[src/rtl/sonar_pkg.sv]
// Shared types and defaults for the sonar ranging chain (echo timer and
// distance filter).
package sonar_pkg;

   typedef enum logic [1:0] {
      IDLE   = 2'd0,
      DIVIDE = 2'd1,
      FILTER = 2'd2,
      OUTPUT = 2'd3
   } state_t;

   localparam int RAW_W             = 32;
   localparam int DIST_W            = 16;
   localparam int DEF_CYCLES_PER_CM = 2900;
   localparam int DEF_MAX_CM        = 400;

   function automatic logic [DIST_W-1:0] abs_diff16(input logic [DIST_W-1:0] a,
                                                    input logic [DIST_W-1:0] b);
      return (a > b) ? (a - b) : (b - a);
   endfunction

endpackage

[src/rtl/sonar_distance_filter_if.sv]
// Sample-in / distance-out bundle between the echo timer, the distance
// filter and the navigation logic.
interface sonar_distance_filter_if;
   import sonar_pkg::*;

   logic              raw_valid;
   logic [RAW_W-1:0]  raw_count;
   logic              busy;
   logic              dist_valid;
   logic [DIST_W-1:0] dist_cm;
   logic              out_of_range;
   logic              dropped;

   modport master (
      output raw_valid, raw_count,
      input  busy, dist_valid, dist_cm, out_of_range, dropped
   );

   modport slave (
      input  raw_valid, raw_count,
      output busy, dist_valid, dist_cm, out_of_range, dropped
   );

endinterface

[src/rtl/seq_divider_32x16.sv]
// Restoring divider, 32-bit dividend by 16-bit divisor, one quotient bit per
// cycle. The first bit is produced on the start edge; done pulses 32 cycles later.
module seq_divider_32x16 (
   input  logic        clk,
   input  logic        set,
   input  logic        start,
   input  logic [31:0] dividend,
   input  logic [15:0] divisor,
   output logic        done,
   output logic [31:0] quotient
);

   logic [15:0] rem_reg, rem_next;
   logic [31:0] dvd_reg, dvd_next;
   logic [31:0] quo_reg, quo_next;
   logic [4:0]  cnt_reg, cnt_next;
   logic        active_reg, active_next;
   logic        done_reg, done_next;

   logic [15:0] src_rem;
   logic [31:0] src_dvd;
   logic [31:0] src_quo;
   logic [16:0] partial;
   logic [16:0] diff;
   logic        ge;

   // On start the step runs from a cleared remainder and the fresh dividend,
   // so the start edge itself already yields quotient bit 31.
   always_comb begin
      src_rem = start ? 16'd0 : rem_reg;
      src_dvd = start ? dividend : dvd_reg;
      src_quo = start ? 32'd0 : quo_reg;
      partial = {src_rem, src_dvd[31]};
      diff    = partial - {1'b0, divisor};
      ge      = (partial >= {1'b0, divisor});
   end

   always_comb begin
      rem_next    = rem_reg;
      dvd_next    = dvd_reg;
      quo_next    = quo_reg;
      cnt_next    = cnt_reg;
      active_next = active_reg;
      done_next   = 1'b0;
      if (start || active_reg) begin
         rem_next = ge ? diff[15:0] : partial[15:0];
         dvd_next = {src_dvd[30:0], 1'b0};
         quo_next = {src_quo[30:0], ge};
      end
      if (start) begin
         cnt_next    = 5'd1;
         active_next = 1'b1;
      end else if (active_reg) begin
         cnt_next = cnt_reg + 5'd1;
         if (cnt_reg == 5'd31) begin
            active_next = 1'b0;
            done_next   = 1'b1;
         end
      end
   end

   always_ff @(posedge clk) begin
      if (set) begin
         rem_reg    <= '0;
         dvd_reg    <= '0;
         quo_reg    <= '0;
         cnt_reg    <= '0;
         active_reg <= 1'b0;
         done_reg   <= 1'b0;
      end else begin
         rem_reg    <= rem_next;
         dvd_reg    <= dvd_next;
         quo_reg    <= quo_next;
         cnt_reg    <= cnt_next;
         active_reg <= active_next;
         done_reg   <= done_next;
      end
   end

   assign done     = done_reg;
   assign quotient = quo_reg;

endmodule

[src/rtl/sonar_distance_filter.sv]
// Echo width -> centimetres, range rejection and power-of-two moving average.
// Optional spike rejection is enabled by defining SONAR_FILTER_SPIKE_EN.
module sonar_distance_filter
   import sonar_pkg::*;
#(
   parameter int CYCLES_PER_CM = DEF_CYCLES_PER_CM,
   parameter int MAX_CM        = DEF_MAX_CM,
   parameter int AVG_LOG2      = 2,
   parameter int SPIKE_CM      = 50
) (
   input logic                 clk,
   input logic                 set,
   sonar_distance_filter_if.slave bus
);

   localparam int WIN   = 1 << AVG_LOG2;
   localparam int SUM_W = DIST_W + AVG_LOG2;
   localparam int PTR_W = (AVG_LOG2 == 0) ? 1 : AVG_LOG2;
   localparam logic [PTR_W-1:0] PTR_LAST = PTR_W'(WIN - 1);
   localparam logic [RAW_W-1:0] MAX_Q    = RAW_W'(MAX_CM);

   state_t state_reg, state_next;

   logic              div_start;
   logic              div_done;
   logic [RAW_W-1:0]  div_quotient;
   logic              in_range;

   logic              take_sample;
   logic              oor_next;
   logic              dropped_next;
   logic              prime_now;
   logic              spike_reject;

   logic [DIST_W-1:0] sample_reg;
   logic [DIST_W-1:0] hist_reg [WIN];
   logic [PTR_W-1:0]  ptr_reg;
   logic              primed_reg;
   logic [SUM_W-1:0]  sum_reg, sum_next;
   logic [DIST_W-1:0] dist_reg, dist_next;
   logic              dist_valid_reg;
   logic              oor_reg;
   logic              dropped_reg;

   seq_divider_32x16 u_div (
      .clk      (clk),
      .set      (set),
      .start    (div_start),
      .dividend (bus.raw_count),
      .divisor  (16'(CYCLES_PER_CM)),
      .done     (div_done),
      .quotient (div_quotient)
   );

   assign in_range = (div_quotient <= MAX_Q);

`ifdef SONAR_FILTER_SPIKE_EN
   logic [1:0] spike_cnt_reg;
   logic       reprime_reg;
   logic       is_spike;

   assign is_spike     = primed_reg &&
                         (abs_diff16(div_quotient[DIST_W-1:0], dist_reg) > DIST_W'(SPIKE_CM));
   // Three rejections in a row mean the target really moved: the fourth is
   // taken and restarts the average from scratch.
   assign spike_reject = is_spike && (spike_cnt_reg != 2'd3);
   assign prime_now    = !primed_reg || reprime_reg;

   always_ff @(posedge clk) begin
      if (set) begin
         spike_cnt_reg <= 2'd0;
         reprime_reg   <= 1'b0;
      end else if (take_sample) begin
         spike_cnt_reg <= 2'd0;
         reprime_reg   <= is_spike;
      end else if (state_reg == DIVIDE && div_done && in_range && spike_reject) begin
         spike_cnt_reg <= spike_cnt_reg + 2'd1;
      end
   end
`else
   assign spike_reject = 1'b0;
   assign prime_now    = !primed_reg;
`endif

   always_ff @(posedge clk) begin
      if (set) begin
         state_reg <= IDLE;
      end else begin
         state_reg <= state_next;
      end
   end

   always_comb begin
      state_next   = state_reg;
      div_start    = 1'b0;
      take_sample  = 1'b0;
      oor_next     = 1'b0;
      dropped_next = bus.raw_valid && (state_reg != IDLE);
      unique case (state_reg)
         IDLE: begin
            if (bus.raw_valid) begin
               if (bus.raw_count == '0) begin
                  oor_next = 1'b1;
               end else begin
                  div_start  = 1'b1;
                  state_next = DIVIDE;
               end
            end
         end
         DIVIDE: begin
            if (div_done) begin
               if (!in_range || spike_reject) begin
                  oor_next   = 1'b1;
                  state_next = IDLE;
               end else begin
                  take_sample = 1'b1;
                  state_next  = FILTER;
               end
            end
         end
         FILTER: state_next = OUTPUT;
         OUTPUT: state_next = IDLE;
         default: state_next = IDLE;
      endcase
   end

   // Running sum: priming fills every slot, otherwise the evicted entry is swapped out.
   always_comb begin
      if (prime_now) begin
         sum_next = SUM_W'(sample_reg) << AVG_LOG2;
      end else begin
         sum_next = sum_reg - SUM_W'(hist_reg[ptr_reg]) + SUM_W'(sample_reg);
      end
      dist_next = DIST_W'(sum_next >> AVG_LOG2);
   end

   generate
      for (genvar gi = 0; gi < WIN; gi++) begin : g_hist
         always_ff @(posedge clk) begin
            if (set) begin
               hist_reg[gi] <= '0;
            end else if (state_reg == FILTER && (prime_now || ptr_reg == PTR_W'(gi))) begin
               hist_reg[gi] <= sample_reg;
            end
         end
      end
   endgenerate

   always_ff @(posedge clk) begin
      if (set) begin
         sample_reg     <= '0;
         ptr_reg        <= '0;
         primed_reg     <= 1'b0;
         sum_reg        <= '0;
         dist_reg       <= '0;
         dist_valid_reg <= 1'b0;
         oor_reg        <= 1'b0;
         dropped_reg    <= 1'b0;
      end else begin
         oor_reg        <= oor_next;
         dropped_reg    <= dropped_next;
         dist_valid_reg <= (state_reg == FILTER);
         if (take_sample) begin
            sample_reg <= div_quotient[DIST_W-1:0];
         end
         if (state_reg == FILTER) begin
            sum_reg    <= sum_next;
            dist_reg   <= dist_next;
            primed_reg <= 1'b1;
            if (prime_now || ptr_reg == PTR_LAST) begin
               ptr_reg <= '0;
            end else begin
               ptr_reg <= ptr_reg + PTR_W'(1);
            end
         end
      end
   end

   assign bus.busy         = (state_reg != IDLE);
   assign bus.dist_valid   = dist_valid_reg;
   assign bus.dist_cm      = dist_reg;
   assign bus.out_of_range = oor_reg;
   assign bus.dropped      = dropped_reg;

endmodule

[src/flat_wrapper.sv]
// flat-port wrapper written by rule: the top's interface ports become plain ports
module sonar_distance_filter_flat import sonar_pkg::*;
#(
   parameter int CYCLES_PER_CM = DEF_CYCLES_PER_CM,
   parameter int MAX_CM        = DEF_MAX_CM,
   parameter int AVG_LOG2      = 2,
   parameter int SPIKE_CM      = 50
)
  (clk, set, bus_raw_valid, bus_raw_count, bus_busy, bus_dist_valid, bus_dist_cm, bus_out_of_range, bus_dropped);
  sonar_distance_filter_if bus_i ();
  input logic clk;
  input logic set;
  input wire logic [$bits(bus_i.raw_valid)-1:0] bus_raw_valid;
  input wire logic [$bits(bus_i.raw_count)-1:0] bus_raw_count;
  output wire logic [$bits(bus_i.busy)-1:0] bus_busy;
  output wire logic [$bits(bus_i.dist_valid)-1:0] bus_dist_valid;
  output wire logic [$bits(bus_i.dist_cm)-1:0] bus_dist_cm;
  output wire logic [$bits(bus_i.out_of_range)-1:0] bus_out_of_range;
  output wire logic [$bits(bus_i.dropped)-1:0] bus_dropped;
  assign bus_i.raw_valid = bus_raw_valid;
  assign bus_i.raw_count = bus_raw_count;
  assign bus_busy = bus_i.busy;
  assign bus_dist_valid = bus_i.dist_valid;
  assign bus_dist_cm = bus_i.dist_cm;
  assign bus_out_of_range = bus_i.out_of_range;
  assign bus_dropped = bus_i.dropped;
  sonar_distance_filter #(.CYCLES_PER_CM(CYCLES_PER_CM), .MAX_CM(MAX_CM), .AVG_LOG2(AVG_LOG2), .SPIKE_CM(SPIKE_CM)) u_core (.clk(clk), .set(set), .bus(bus_i));
endmodule
[config.mk]
export PLATFORM = sky130hd
export DESIGN_NAME = sonar_distance_filter_flat
export DESIGN_NICKNAME = d
export VERILOG_FILES = /design/src/rtl/sonar_pkg.sv /design/src/rtl/sonar_distance_filter_if.sv /design/src/rtl/seq_divider_32x16.sv /design/src/rtl/sonar_distance_filter.sv /design/src/flat_wrapper.sv
export SDC_FILE = /design/constraint.sdc
export NUM_CORES = 1
export LEC_CHECK = 0
export BUFFER_PORTS_ARGS = -buffer_cell sky130_fd_sc_hd__buf_2
export CORE_AREA = 2 2 198 200
export CTS_BUF_LIST = sky130_fd_sc_hd__clkbuf_8 sky130_fd_sc_hd__clkbuf_16
export DETAILED_ROUTE_END_ITERATION = 8
export DIE_AREA = 0 0 200 202
export PLACE_DENSITY = 0.47
export SYNTH_ARGS = -nofsm -noshare
export SYNTH_HDL_FRONTEND = slang
export SYNTH_HIERARCHICAL = 1
export SYNTH_SLANG_ARGS = --single-unit
[constraint.sdc]
create_clock -name clk -period 12.6 [get_ports clk]
set_clock_uncertainty 0.2 [all_clocks]
set_input_delay 0 -clock clk [delete_from_list [all_inputs] [get_ports clk]]
set_output_delay 0 -clock clk [all_outputs]
set_load 0.01 [all_outputs]
# Word-level counts from Yosys, hierarchy flattened
# Memories as Yosys holds them, arrays and structs flattened. A register that Yosys moved wholly into a read port is not among the register bits.
# Cells that the tools add are included.
# op_classes
eq_ne,10
n_div,0
muxes,48
n_lt_le_gt_ge,2
n_shift,0
n_mul,0
bitwise_logic,5
n_reduce_logical,19
add_sub_neg,5
# ops
cell,count
$mux 16,6
$le 32x9->1 const B,1
$logic_not 32->1,1
$mux 32,1
$mux 31,1
$mux 1,30
$add 18x16->18,1
$mux 18,1
$sub 18x16->18,1
$ge 17x12->1 const B,1
$sub 16x12->16 const B,1
$mux 2,7
$eq 2x2->1 const B,4
$pmux 2 s4,1
$ne 2x2->1 const B,3
$add 5x1->5 const B,1
$eq 5x5->1 const B,1
$logic_and 1x1->1,5
$logic_or 1x1->1,5
$eq 2x1->1 const B,2
$logic_not 2->1,2
$or 1x1->1,4
$reduce_bool 2->1,2
$reduce_and 3->1,1
6 further kinds,6
# word_totals
latchBits,0
in_bits,35
output_inout_bits,20
rom_bits,0
mem_bits_rw,64
word_cells,106
reg_bits,144
n_memories,1
# mem_list
memory,depth,word_bits,read_ports,rd_ports_with_merged_regs,wr,line,source
u_core.hist_reg,4,16,1,1,4,sonar_distance_filter.sv:36,logic [DIST_W-1:0] hist_reg [WIN];

# Depth between registers and ports, before layout
# Gate-level depths: netlist of the first run.
# logic_depth
ltp_word,7
mapped_depth,16
ltp_nobuf,14

# Cells and area by module
# The synthesis of the first run kept the hierarchy.
# by_module_without_submodules
mod,seq_area_each_um2,instances,area_per_inst_um2,cells_per_inst
sonar_distance_filter,2802.7,1,6089.6,577
seq_divider_32x16,1721.7,1,4549.4,541

# Worst setup path before layout of the first run
# OpenSTA, ideal clock, no wires.
# synth_timing
path_type,flip-flop to flip-flop
startpoint,register (tool-made name)
endpoint,register u_core.sum_reg[16]
t_arrival_ns,3.728
path_slack_ns,8.581
path_stages_with_launch,14
required_time_ns,12.309
n_path_buf,2
setup_time_ns,0.091
synth_period_minus_slack_ns,4.019
path_cell_list,dfxtp_1 clkbuf_1 buf_2 mux4_2 fa_1 inv_1 ha_1 a21oi_1 o21ai_0 a2111oi_2 nor2_1 a311oi_2 xor2_1 a311oi_1
# synth_lines
item,line,source
end signal: assignment,sonar_distance_filter.sv:167,sum_reg <= sum_next;
end: declaration,sonar_distance_filter.sv:39,"logic [SUM_W-1:0] sum_reg, sum_next;"

==> key figures, run 1 <==
Setup path
  • Slack of the worst reg-to-reg path: approximately 8.4 ns
  • Setup crit start kind: flip-flop
  • Worst Setup Path Type: flip-flop to flip-flop
  • CP max FO: 16
  • Largest stage delay, worst path: 0.83 ns
  • Required time worst endpoint: 12.75 ns
  • Crit. End Element: flip-flop
  • CP max-delay cell: dfxtp_1
  • Worst path cell trace: mux4_2, fa_1, inv_1, fa_1, a211oi_2, o21ai_1, a2111oi_2, nor2_1, a311oi_2, xor2_1, a311oi_1
  • CP Data Arrival Time: approximately 4.4 ns
  • Worst path most repeated cell: fa_1

Clock tree
  • CTS tree: done
  • CTS Buffer Depth: 2
  • Sinks on Clock Net: ~190
  • Root Buffer: clkbuf_16
  • Worst-path clk slew: 0.08 ns
  • H-tree levels: 4
  • Number of clock buffers inserted by TritonCTS: 17
  • Worst skew pair latency: 0.44 ns

Yosys
  • Count of cell types in the netlist: 66
  • Cells after Synth: between 1000 and 1500
  • Most numerous cell in the Yosys netlist: nor2_1
  • Async SR Flop Fraction: 0%
  • Most frequent cells after synthesis: nor2_1, dfxtp_1, inv_1, mux2i_1, and3_1
  • Seq/Total Area, Yosys: a little over two fifths
  • Avg Cell Area, Syn: 9.516 um^2
  • Yosys warns: 6
  • Area leader, netlist: dfxtp_1
  • Cell Area, Synth: approximately 0.011 mm^2
  • Flops & latches, synth: 194
  • Post-synth EDFFs: 64
  • Main synth FF type: dfxtp_1
  • Post-synth top area share: 24.46%
  • Top cells by area, synth: dfxtp_1, edfxtp_1, mux2i_1, nor2_1, ha_1

Drt
  • WL final: around 26 mm
  • DR pass1 iterations: 5
  • Via-per-instance ratio: ~4.7
  • DRC Markers: 0
  • Wire per inst: around 15 um
  • DRT iter0 DRCs: around 480
  • DRT antenna net count: 0
  • Via count: 8081

Finish
  • Sequential cell area: about 0.0045 mm^2
  • N_diodes: 0
  • Nets: 1278
  • Multi-input gate area: 0.005469 mm^2
  • Largest register FFs: 64
  • Area Growth Syn to Fin: 16.79%
  • Layout cell share with drive strength beyond 1: around 11%
  • Number of fill cells: approximately 4000

Timing
  • Min Tclk post-route: 4.233 ns
  • Final Worst Setup Slack: 8.367 ns
  • Unrepaired setup endpoints after global routing: false
  • Final period util: 33.60%
  • Slew Limit Fails: 0
  • Setup violations, final: 0
  • Hold Fails Final Rpt: 0
  • Slew Limit Headroom: 25.89%
  • F_max: 236.2 MHz
  • Setup tns final: 0 ns
  • Worst Max-Slew Pin Slew: 1.112 ns

Floorplanning
  • I/O Pins: 55
  • Die X: roughly 200 um
  • Core area: 0.03829 mm^2
  • Starting density of the core: between 20% and 30%
  • Die Ht: 202 um
  • Die area: 0.04040 mm^2
  • Rows: 72

Min path
  • Hold crit path type: input pin to flip-flop
  • Hold Crit Start: bus_raw_count[22]

Global route
  • GRT busiest layer: met2
  • Vias in the first global route: 8037
  • Overflow after GRT: 0
  • Largest net degree at the start of global routing: 70
  • Global Route Usage Sum: 13.04%
  • First-pass GRT wire length: 41.81 mm
  • Met1 usage: 17.92%
  • GRT met3 Usage: 2.403%
  • Initial antenna violation count: 0
  • Met2 usage: 21.11%

Placed design
  • Post-DP HPWL: 16.87 mm
  • Routability-driven placement congestion ratio: 0.8113
  • Pre-CTS setup slack: 8.326 ns
  • Port bufs: 54

Status
  • Outcome: finished, final reports clean

Power
  • Static leakage: approximately 5.1 nW
  • Power Dens Cells: ~110 mW/mm^2
  • Worst IR Drop VDD: 0.09421 mV

Run
  • Max Cap Violations: 0
[layout make-up]
class	instances	share of cell area, %
Sequential cell	194	36.44
Multi-Input combinational cell	767	44.01
Timing Repair Buffer	114	6.847
Clock inverter	14	1.077
Inverter	92	2.779
Tap cell	518	5.216
Clock buffer	18	3.625
[critical path, delay by kind of cell (launching register included)]
family,cells,cell delay (ns)
multiplexers,1,0.43
adder cells (fa/ha/maj),2,0.99
AND/OR/NAND/NOR,1,0.16
buffers and inverters,1,0.07
flip-flops,1,0.83
AO/OA/AOI/OAI,5,1.37
XOR/XNOR,1,0.09
[final timing paths]
path	end	cells after the start
worst min-delay path	u_core/u_div/dvd_reg[23]	4
worst min register to register	u_core/sum_reg[0]	2
worst max-delay path	u_core/sum_reg[16]	11
worst max register to register	u_core/sum_reg[16]	11
[layer usage]
layer	wire length [um]	part of all wire (%)
met3	892	3.5
met5	0	0
met1	12790	50
met2	11710	46
met4	245	0.96
[report_power, final]
group / leakage [nW] / switching, mW / internal, mW / total [mW]
sequential: 1.72 / 0.00866 / 0.662 / 0.671
clock: 0.280 / 0.273 / 0.275 / 0.548
combinational: 3.15 / 0.0830 / 0.0623 / 0.145
total: 5.14 / 0.365 / 1.00 / 1.36
[what timing repair did]
action | 4_1_cts | 5_1_grt
buffers inserted | 0 | 0
resized for setup | 0 | 0
hold buffers | 51 | 0
endpoints found under the hold margin | 50 | 0
[layout by cell type, fill, tap and decap left out, types with 9 or more instances in the layout]
cell type and n:
o21ai_0 25, mux4_2 16, dlygate4sd3_1 51, inv_1 92, mux2i_1 78, nand2_1 36
a21o_1 13, nand3_1 21, nor2b_1 19, nor2_1 150, xnor2_1 11, clkbuf_16 18
xor2_1 15, nor3_1 17, buf_2 53, edfxtp_1 64, nand4_1 11, dfxtp_1 129
buf_4 10, and3_1 73, a21oi_1 69, nand2b_1 11, nor4_1 14, fa_1 17
ha_1 40, a211oi_1 18, a311oi_1 9, conb_1 16
[per-stage QoR]
step	util (%)	cells	instance area, um^2	total power, mW	hold WS [ns]
floorplan	-	1132	10690	0.7830	-0.05728
global placement	29.59	1634	11330	0.8172	0.04759
detailed placement	29.59	1634	11330	0.8171	0.05521
CTS	32.45	1717	12430	1.382	0.1150
global route	32.45	1717	12430	1.424	0.1622
finish	32.45	1717	12430	1.365	0.1397
[kinds of logic after synthesis]
kind of cell | Yosys count | share of synthesized area [%]
AO/OA/AOI/OAI | 194 | 12.22
XOR/XNOR | 26 | 2.140
adder cells (fa/ha/maj) | 57 | 7.903
buffers and inverters | 171 | 6.727
flip-flops | 194 | 42.53
multiplexers | 94 | 10.73
other | 2 | 0.07059
AND/OR/NAND/NOR | 380 | 17.69
No activity file was read; power rests on OpenSTA's default activity.
==> run 2, diff against run 1 <==
--- a/config.mk
+++ b/config.mk
@@ -5,12 +5,13 @@
 export SDC_FILE = /design/constraint.sdc
 export NUM_CORES = 1
 export LEC_CHECK = 0
+export ABC_AREA = 1
 export BUFFER_PORTS_ARGS = -buffer_cell sky130_fd_sc_hd__buf_2
-export CORE_AREA = 2 2 198 200
+export CORE_AREA = 2 2 199 201
 export CTS_BUF_LIST = sky130_fd_sc_hd__clkbuf_8 sky130_fd_sc_hd__clkbuf_16
 export DETAILED_ROUTE_END_ITERATION = 8
-export DIE_AREA = 0 0 200 202
-export PLACE_DENSITY = 0.47
+export DIE_AREA = 0 0 201 203
+export PLACE_DENSITY = 0.48
 export SYNTH_ARGS = -nofsm -noshare
 export SYNTH_HDL_FRONTEND = slang
 export SYNTH_HIERARCHICAL = 1
==> constraint.sdc (replaced) <==
create_clock -name clk -period 3.6 [get_ports clk]
set_clock_uncertainty 0.2 [all_clocks]
set_input_delay 0 -clock clk [delete_from_list [all_inputs] [get_ports clk]]
set_output_delay 0 -clock clk [all_outputs]
set_load 0.01 [all_outputs]
==> run 2 against run 1 <==
  * Clock-buffer cell count shrank 1
  * Sequential share of layout area decreased by 0.47 points
  * Hold slack gained 0.080 ns
  * Area after synthesis is 0.99% higher
  * Final area grew 1.2%
  * Total power rose to 3.7 times the previous value
  * First-iteration DRC count is 9.5% lower
  * Flip-flop and latch count is the same
  * Critical path type is now input pin to flip-flop
  * Largest cell class unchanged
  * Highest routed layer unchanged
==> key figures, run 2 <==
Placed design
  • Routability-driven placement congestion ratio: 0.8248
  • Port bufs: 54
  • Post-DP HPWL: 19.54 mm
  • Cell count after placement: 1988

Setup path
  • Worst R2R Path Depth: 16
  • CP Data Arrival Time: 3.49 ns
  • CP max FO: 16
  • Slack of the worst reg-to-reg path: between 0.3 and 0.4 ns
  • Setup crit start kind: input pin
  • Crit. End Element: flip-flop
  • R2r endpoint: u_core/sum_reg[14]
  • Required time worst endpoint: 3.74 ns
  • Worst Setup Path Type: input pin to flip-flop

Yosys
  • Main synth FF type: dfxtp_1
  • Avg Cell Area, Syn: 7.420 um^2
  • Cell Area, Synth: approximately 0.011 mm^2
  • Post-synth EDFFs: 64
  • Cells after Synth: 1448
  • Top cells by area, synth: dfxtp_1, edfxtp_1, nand2_1, inv_1, nor2_1
  • Post-synth top area share: 24.22%
  • Most frequent cells after synthesis: nand2_1, inv_1, nor2_1, dfxtp_1
  • Flops & latches, synth: 194
  • Count of cell types in the netlist: 48
  • Area leader, netlist: dfxtp_1
  • Most numerous cell in the Yosys netlist: nand2_1
  • Async SR Flop Fraction: 0%
  • Seq/Total Area, Yosys: 42.11%
  • Yosys warns: 6

Drt
  • Via count: 9254
  • Wire per inst: 13.57 um
  • WL final: 27.92 mm
  • DRT antenna net count: 0
  • DRC Markers: 0
  • DR pass1 iterations: 7
  • DRT iter0 DRCs: between 400 and 500
  • Via-per-instance ratio: 4.497

Min path
  • Hold path depth: 6
  • Hold crit path type: input pin to flip-flop
  • Hold Crit Start: bus_raw_count[26]
  • Worst Hold End: u_core/u_div/dvd_reg[27]

Timing
  • Worst Max-Slew Pin Slew: 0.8953 ns
  • Final period util: between 90 and 100%
  • Slew Limit Fails: 0
  • Slew Limit Headroom: 40.25%
  • Setup violations, final: 0
  • Setup tns final: 0 ns
  • Unrepaired setup endpoints after global routing: false
  • F_max: 298.2 MHz
  • Worst hold margin: 0.2195 ns
  • Hold Fails Final Rpt: 0
  • Min Tclk post-route: about 3.4 ns

Clock tree
  • CTS Buffer Depth: 2
  • Number of clock buffers inserted by TritonCTS: 17
  • Worst skew pair latency: about 0.43 ns
  • H-tree levels: 4
  • CTS tree: done
  • Post-CTS Setup Bufs: 0
  • Worst-path clk slew: 0.07 ns
  • Root Buffer: clkbuf_16
  • Sinks on Clock Net: between 150 and 200

Run
  • Max Cap Violations: 0

Global route
  • Largest net degree at the start of global routing: 41
  • Initial antenna violation count: 1
  • Global Route Usage Sum: 13.86%
  • First-pass GRT wire length: about 46 mm
  • Vias in the first global route: 8973
  • Overflow after GRT: 0

Power
  • Worst IR Drop VDD: 0.3073 mV
  • Power Dens Cells: 402.7 mW/mm^2
  • Internal power: ~3.7 mW
  • Switching Share: 27.13%
  • Psw: 1.374 mW
  • Static leakage: 5.575 nW
  • Clock share of power: 39.9%
  • Logic pwr share: 13.1%
  • Seq pwr share: 47.0%

Finish
  • Final Util: between 30 and 40%
  • Number of fill cells: between 4000 and 5000
  • Multi-input gate area: 0.005054 mm^2
  • Nets: 1618
  • Sequential cell area: 0.004524 mm^2
  • Post-route insts no fill: 2058
  • Area Growth Syn to Fin: 17.07%
  • Layout cell share with drive strength beyond 1: 9.032%
  • Commonest cells after routing, fill and taps aside: nand2_1, inv_1, nor2_1
  • Most common cell after layout, fill and taps aside: nand2_1
  • Largest register FFs: 64

Floorplanning
  • Die Ht: between 200 and 250 um
  • Rows: 72
  • Starting density of the core: about 28%
  • Die X: 201 um
  • Die area: a little over 0.04 mm^2
  • Core area: 0.03847 mm^2
  • I/O Pins: 55

Status
  • Outcome: finished, final reports clean
[run 2: changes by cell type after synthesis, moves of 19 or more]
cell / delta
a21oi_1: +20
and3_1: -71
inv_1: +128
mux2i_1: -77
nand2_1: +250
nand3_1: +45
nor2_1: +57
nor2b_1: -19
o21ai_0: +64
o22ai_1: +25
[run 2: routing by layer]
layer  up-vias  global-route usage (%)  part of all wire, %  routed length, um
li1       4801                       -                    -                  -
met1      4277                   18.32                   49              13620
met2       158                   23.53                   47              13030
met3        18                   2.504                  3.8               1052
met4         0                   3.122                 0.80                224
met5         -                       0                    0                  0
[run 2: kinds of logic after synthesis]
logic type               synth area share, %
multiplexers                         0.09317
flip-flops                             42.11
buffers and inverters                  11.44
XOR/XNOR                               1.223
adder cells (fa/ha/maj)                7.826
AND/OR/NAND/NOR                        25.28
AO/OA/AOI/OAI                          11.96
other                                0.06990
[run 2: worst max path at each step]
stage	slack [ns]	end	start
final	0.25	u_core/u_div/rem_reg[9]	bus_raw_count[17]
after global routing	0.04	u_core/sum_reg[14]	flip-flop
after CTS	0.20	u_core/u_div/rem_reg[9]	bus_raw_count[23]
after detailed placement	0.27	u_core/u_div/rem_reg[9]	bus_raw_count[23]
after global placement	0.36	u_core/u_div/rem_reg[6]	bus_raw_count[23]
after floorplan	0.79	u_core/sum_reg[14]	flip-flop
[run 2: cell type report]
cell class / count / share of cell area (%)
Tap cell: 518 / 5.153
Sequential cell: 194 / 35.97
Antenna cell: 1 / 0.01989
Clock buffer: 17 / 3.382
Inverter: 222 / 6.704
Clock inverter: 15 / 1.572
Multi-Input combinational cell: 971 / 40.18
Timing Repair Buffer: 120 / 7.023
[run 2: timing repair]
item	CTS	global route
hold endpoints to repair	48	0
hold buffers	37	0
endpoints found under the setup margin	0	15
resized for setup	0	1
[run 2: metrics by stage]
step / setup WS (ns) / area (um^2) / power (mW)
after CTS: 0.2035 / 12570 / 5.130
final: 0.2463 / 12580 / 5.066
after global placement: 0.3594 / 11580 / 3.060
after floorplan: 0.7941 / 10800 / 2.892
after global routing: 0.04107 / 12580 / 5.317
after detailed placement: 0.2689 / 11580 / 3.061
[run 2: critical path, cell delays in order]
cell and delay, ns:
dlygate4sd3_1 0.54, buf_2 0.13, nor4_1 0.41, nand2_1 0.09, nor2_1 0.11, nand2_1 0.12
nand3_1 0.16, nor2_4 0.12, nor2_1 0.26, ha_1 0.27, nand2_1 0.07, inv_1 0.11
nand2_1 0.12, nor3_1 0.18, nand2_1 0.14, nand2_4 0.23, nand2_4 0.11, o21ai_0 0.10
o21ai_1 0.09, nand2_1 0.06, inv_1 0.04
[run 2: power groups by stage]
stage | combinational (mW) | sequential [mW] | clock, mW
2_1_floorplan | 0.473 | 2.42 | 0
3_3_place_gp | 0.632 | 2.43 | 0
3_5_place_dp | 0.632 | 2.43 | 0
4_1_cts | 0.664 | 2.38 | 2.09
5_1_grt | 0.759 | 2.39 | 2.17
6_report | 0.666 | 2.38 | 2.02
==> run 3, diff against run 2 <==
--- a/config.mk
+++ b/config.mk
@@ -11,7 +11,7 @@
 export CTS_BUF_LIST = sky130_fd_sc_hd__clkbuf_8 sky130_fd_sc_hd__clkbuf_16
 export DETAILED_ROUTE_END_ITERATION = 8
 export DIE_AREA = 0 0 201 203
-export PLACE_DENSITY = 0.48
+export PLACE_DENSITY = 0.46
 export SYNTH_ARGS = -nofsm -noshare
 export SYNTH_HDL_FRONTEND = slang
 export SYNTH_HIERARCHICAL = 1
==> constraint.sdc (replaced) <==
create_clock -name clk -period 3.1 [get_ports clk]
set_clock_uncertainty 0.2 [all_clocks]
set_input_delay 0 -clock clk [delete_from_list [all_inputs] [get_ports clk]]
set_output_delay 0 -clock clk [all_outputs]
set_load 0.01 [all_outputs]
==> run 3 against run 2 <==
  * Total power rose by 20%
  * Die area did not move
  * Flip-flop and latch count did not move
  * Largest cell class unchanged
  * Routed wire length rose by 3.3%
  * Hold slack got worse by 0.088 ns
  * Clock power rose by 15%
  * Highest routed layer unchanged
==> key figures, run 3 (synthesis gave the netlist of run 2 again) <==
Drt
  • DRC Markers: 0
  • DR pass1 iterations: 5
  • DR top layer: met4
  • Via count: 9598
  • Wire length on met1: 14.01 mm
  • DRT iter0 DRCs: 451
  • Via-per-instance ratio: 4.466
  • WL final: a little under 30 mm
  • Met3 WL: approximately 1.1 mm
  • WL met2: between 10 and 15 mm
  • DRT antenna net count: 0
  • Wire per inst: 13.42 um

Timing
  • Unrepaired setup endpoints after global routing: true
  • Setup violations, final: 0
  • Setup tns final: 0 ns
  • Min Tclk post-route: approximately 3 ns
  • F_max: 333.5 MHz
  • Hold Fails Final Rpt: 0
  • Slew Limit Headroom: 44.37%
  • Worst Max-Slew Pin Slew: 0.8335 ns
  • Final Worst Setup Slack: 0.1016 ns
  • Slew Limit Fails: 0
  • Final period util: 96.72%

Finish
  • Post-route insts no fill: roughly 2100
  • Largest register FFs: between 60 and 70
  • Layout cell share with drive strength beyond 1: 19.19%
  • Commonest cells after routing, fill and taps aside: nand2_1, inv_1, nor2_1
  • Most common cell after layout, fill and taps aside: nand2_1
  • Nets: 1710
  • N_diodes: 0
  • Post-Layout Inst Area: 0.01371 mm^2
  • Number of fill cells: between 4000 and 5000
  • Area Growth Syn to Fin: 27.65%

Setup path
  • Crit path max-delay family: simple AND/OR/NAND/NOR gates
  • CP max-delay cell: dlygate4sd3_1
  • CP Data Arrival Time: roughly 3.2 ns
  • Buf/Inv on CP: 8
  • Setup crit start kind: input pin
  • Worst Setup Path Type: input pin to flip-flop
  • Largest stage delay, worst path: 0.52 ns
  • Crit. End Element: flip-flop
  • Worst path most repeated cell: nand2_1
  • CP max FO: 6
  • Required time worst endpoint: 3.25 ns

Status
  • Outcome: finished, final reports clean

Power
  • Worst IR Drop VDD: 0.3796 mV
  • Static leakage: about 6.0 nW
  • Psw: 1.659 mW
  • Logic pwr share: 16.2%
  • Power Dens Cells: 443.2 mW/mm^2
  • Seq pwr share: between 40% and 50%
  • Total Power: 6.078 mW
  • Switching Share: 27.29%
  • Internal power: around 4.4 mW
  • Clock share of power: 38.2%

Clock tree
  • CTS tree: done
  • Worst-path clk slew: 0.07 ns
  • Root Buffer: clkbuf_16
  • H-tree levels: 4
  • Number of clock buffers inserted by TritonCTS: 17
  • Sinks on Clock Net: around 190
  • Worst skew pair latency: about 0.44 ns
  • CTS Buffer Depth: 2

Placed design
  • Pre-CTS setup slack: -0.1465 ns
  • Routability-driven placement congestion ratio: 0.8234
  • Cell count after placement: 2076
  • Port bufs: 54
  • Post-DP HPWL: 21.13 mm
  • Post-DP Area: approximately 0.012 mm^2

Global route
  • First-pass GRT wire length: 46.84 mm
  • Initial antenna violation count: 0
  • Overflow after GRT: 0
  • Vias in the first global route: 9285
  • Global Route Usage Sum: 14.20%
  • Largest net degree at the start of global routing: 42

Min path
  • Hold crit path type: input pin to flip-flop

Floorplanning
  • Rows: 72
  • Die area: ~0.041 mm^2
  • Starting density of the core: 27.93%
  • Die Ht: 203 um
  • Core area: between 0.03 and 0.04 mm^2
  • Die X: 201 um
  • I/O Pins: 55

Run
  • Max Cap Violations: 0
## run 3: changes by cell type in the layout (fill, tap and decap cells not counted), sizes merged
cell and change:
dlygate4sd3 -1, nor2 +1, nand2 +1, diode -1
inv -2, buf +91, clkinvlp +2
## run 3: final timing paths
check | start | endpoint | slack [ns] | depth (start not counted)
setup / recovery | bus_raw_count[21] | u_core/u_div/rem_reg[10] | 0.10 | 25
hold / removal | bus_raw_count[16] | u_core/state_reg[0] | 0.13 | 8
setup reg to reg | u_core/state_reg[0] | u_core/u_div/rem_reg[5] | 0.17 | 19
hold reg to reg | u_core/sample_reg[11] | u_core/sample_reg[11] | 0.26 | 2
## run 3: what timing repair did
item                       in CTS  in global routing
cloned                          0                  2
hold endpoints to repair       69                  0
pin swaps                       0                 20
hold buffers                   36                  0
setup buffers                   0                  5
setup endpoints to repair       8                 32
gates resized for setup         7                102
## run 3: tightest hold or removal path, delay by kind of cell
kind	cells	cell delay, ns
AOI/OAI and AO/OA	1	0.12
buffers and inverters	2	0.24
and+or+nand+nor	5	0.37
## run 3: metrics by stage
stage                     utilization [%]  hold slack, ns
after floorplan                         -         -0.1156
after global placement              31.85         0.08129
after detailed placement            31.85         0.08129
after CTS                           34.41          0.1620
after global routing                35.65          0.1677
final                               35.65          0.1317
## run 3: metal layers
metal / vias up / global-route usage [%]
met1: 4435 / 19.23
met2: 168 / 23.23
met4: 0 / 3.810
met5: - / 0
met3: 22 / 2.584
li1: 4973 / -
## run 3: layout make-up
cell class | instances | area [um^2] | area share, %
multi-input combinational | 973 | 5493 | 40.05
tap | 518 | 648.1 | 4.726
sequential | 194 | 4529 | 33.03
inverter | 222 | 848.3 | 6.186
clock buffer | 17 | 425.4 | 3.102
clock inverter | 15 | 181.4 | 1.323
timing repair buffer | 210 | 1589 | 11.59
## run 3: power groups by stage
stage               clock, mW  combinational, mW  sequential [mW]
finish                   2.32              0.987             2.77
CTS                      2.40              0.905             2.77
global route             2.49               1.11             2.78
floorplan                   0              0.549             2.81
detailed placement          0              0.868             2.82
global placement            0              0.866             2.82
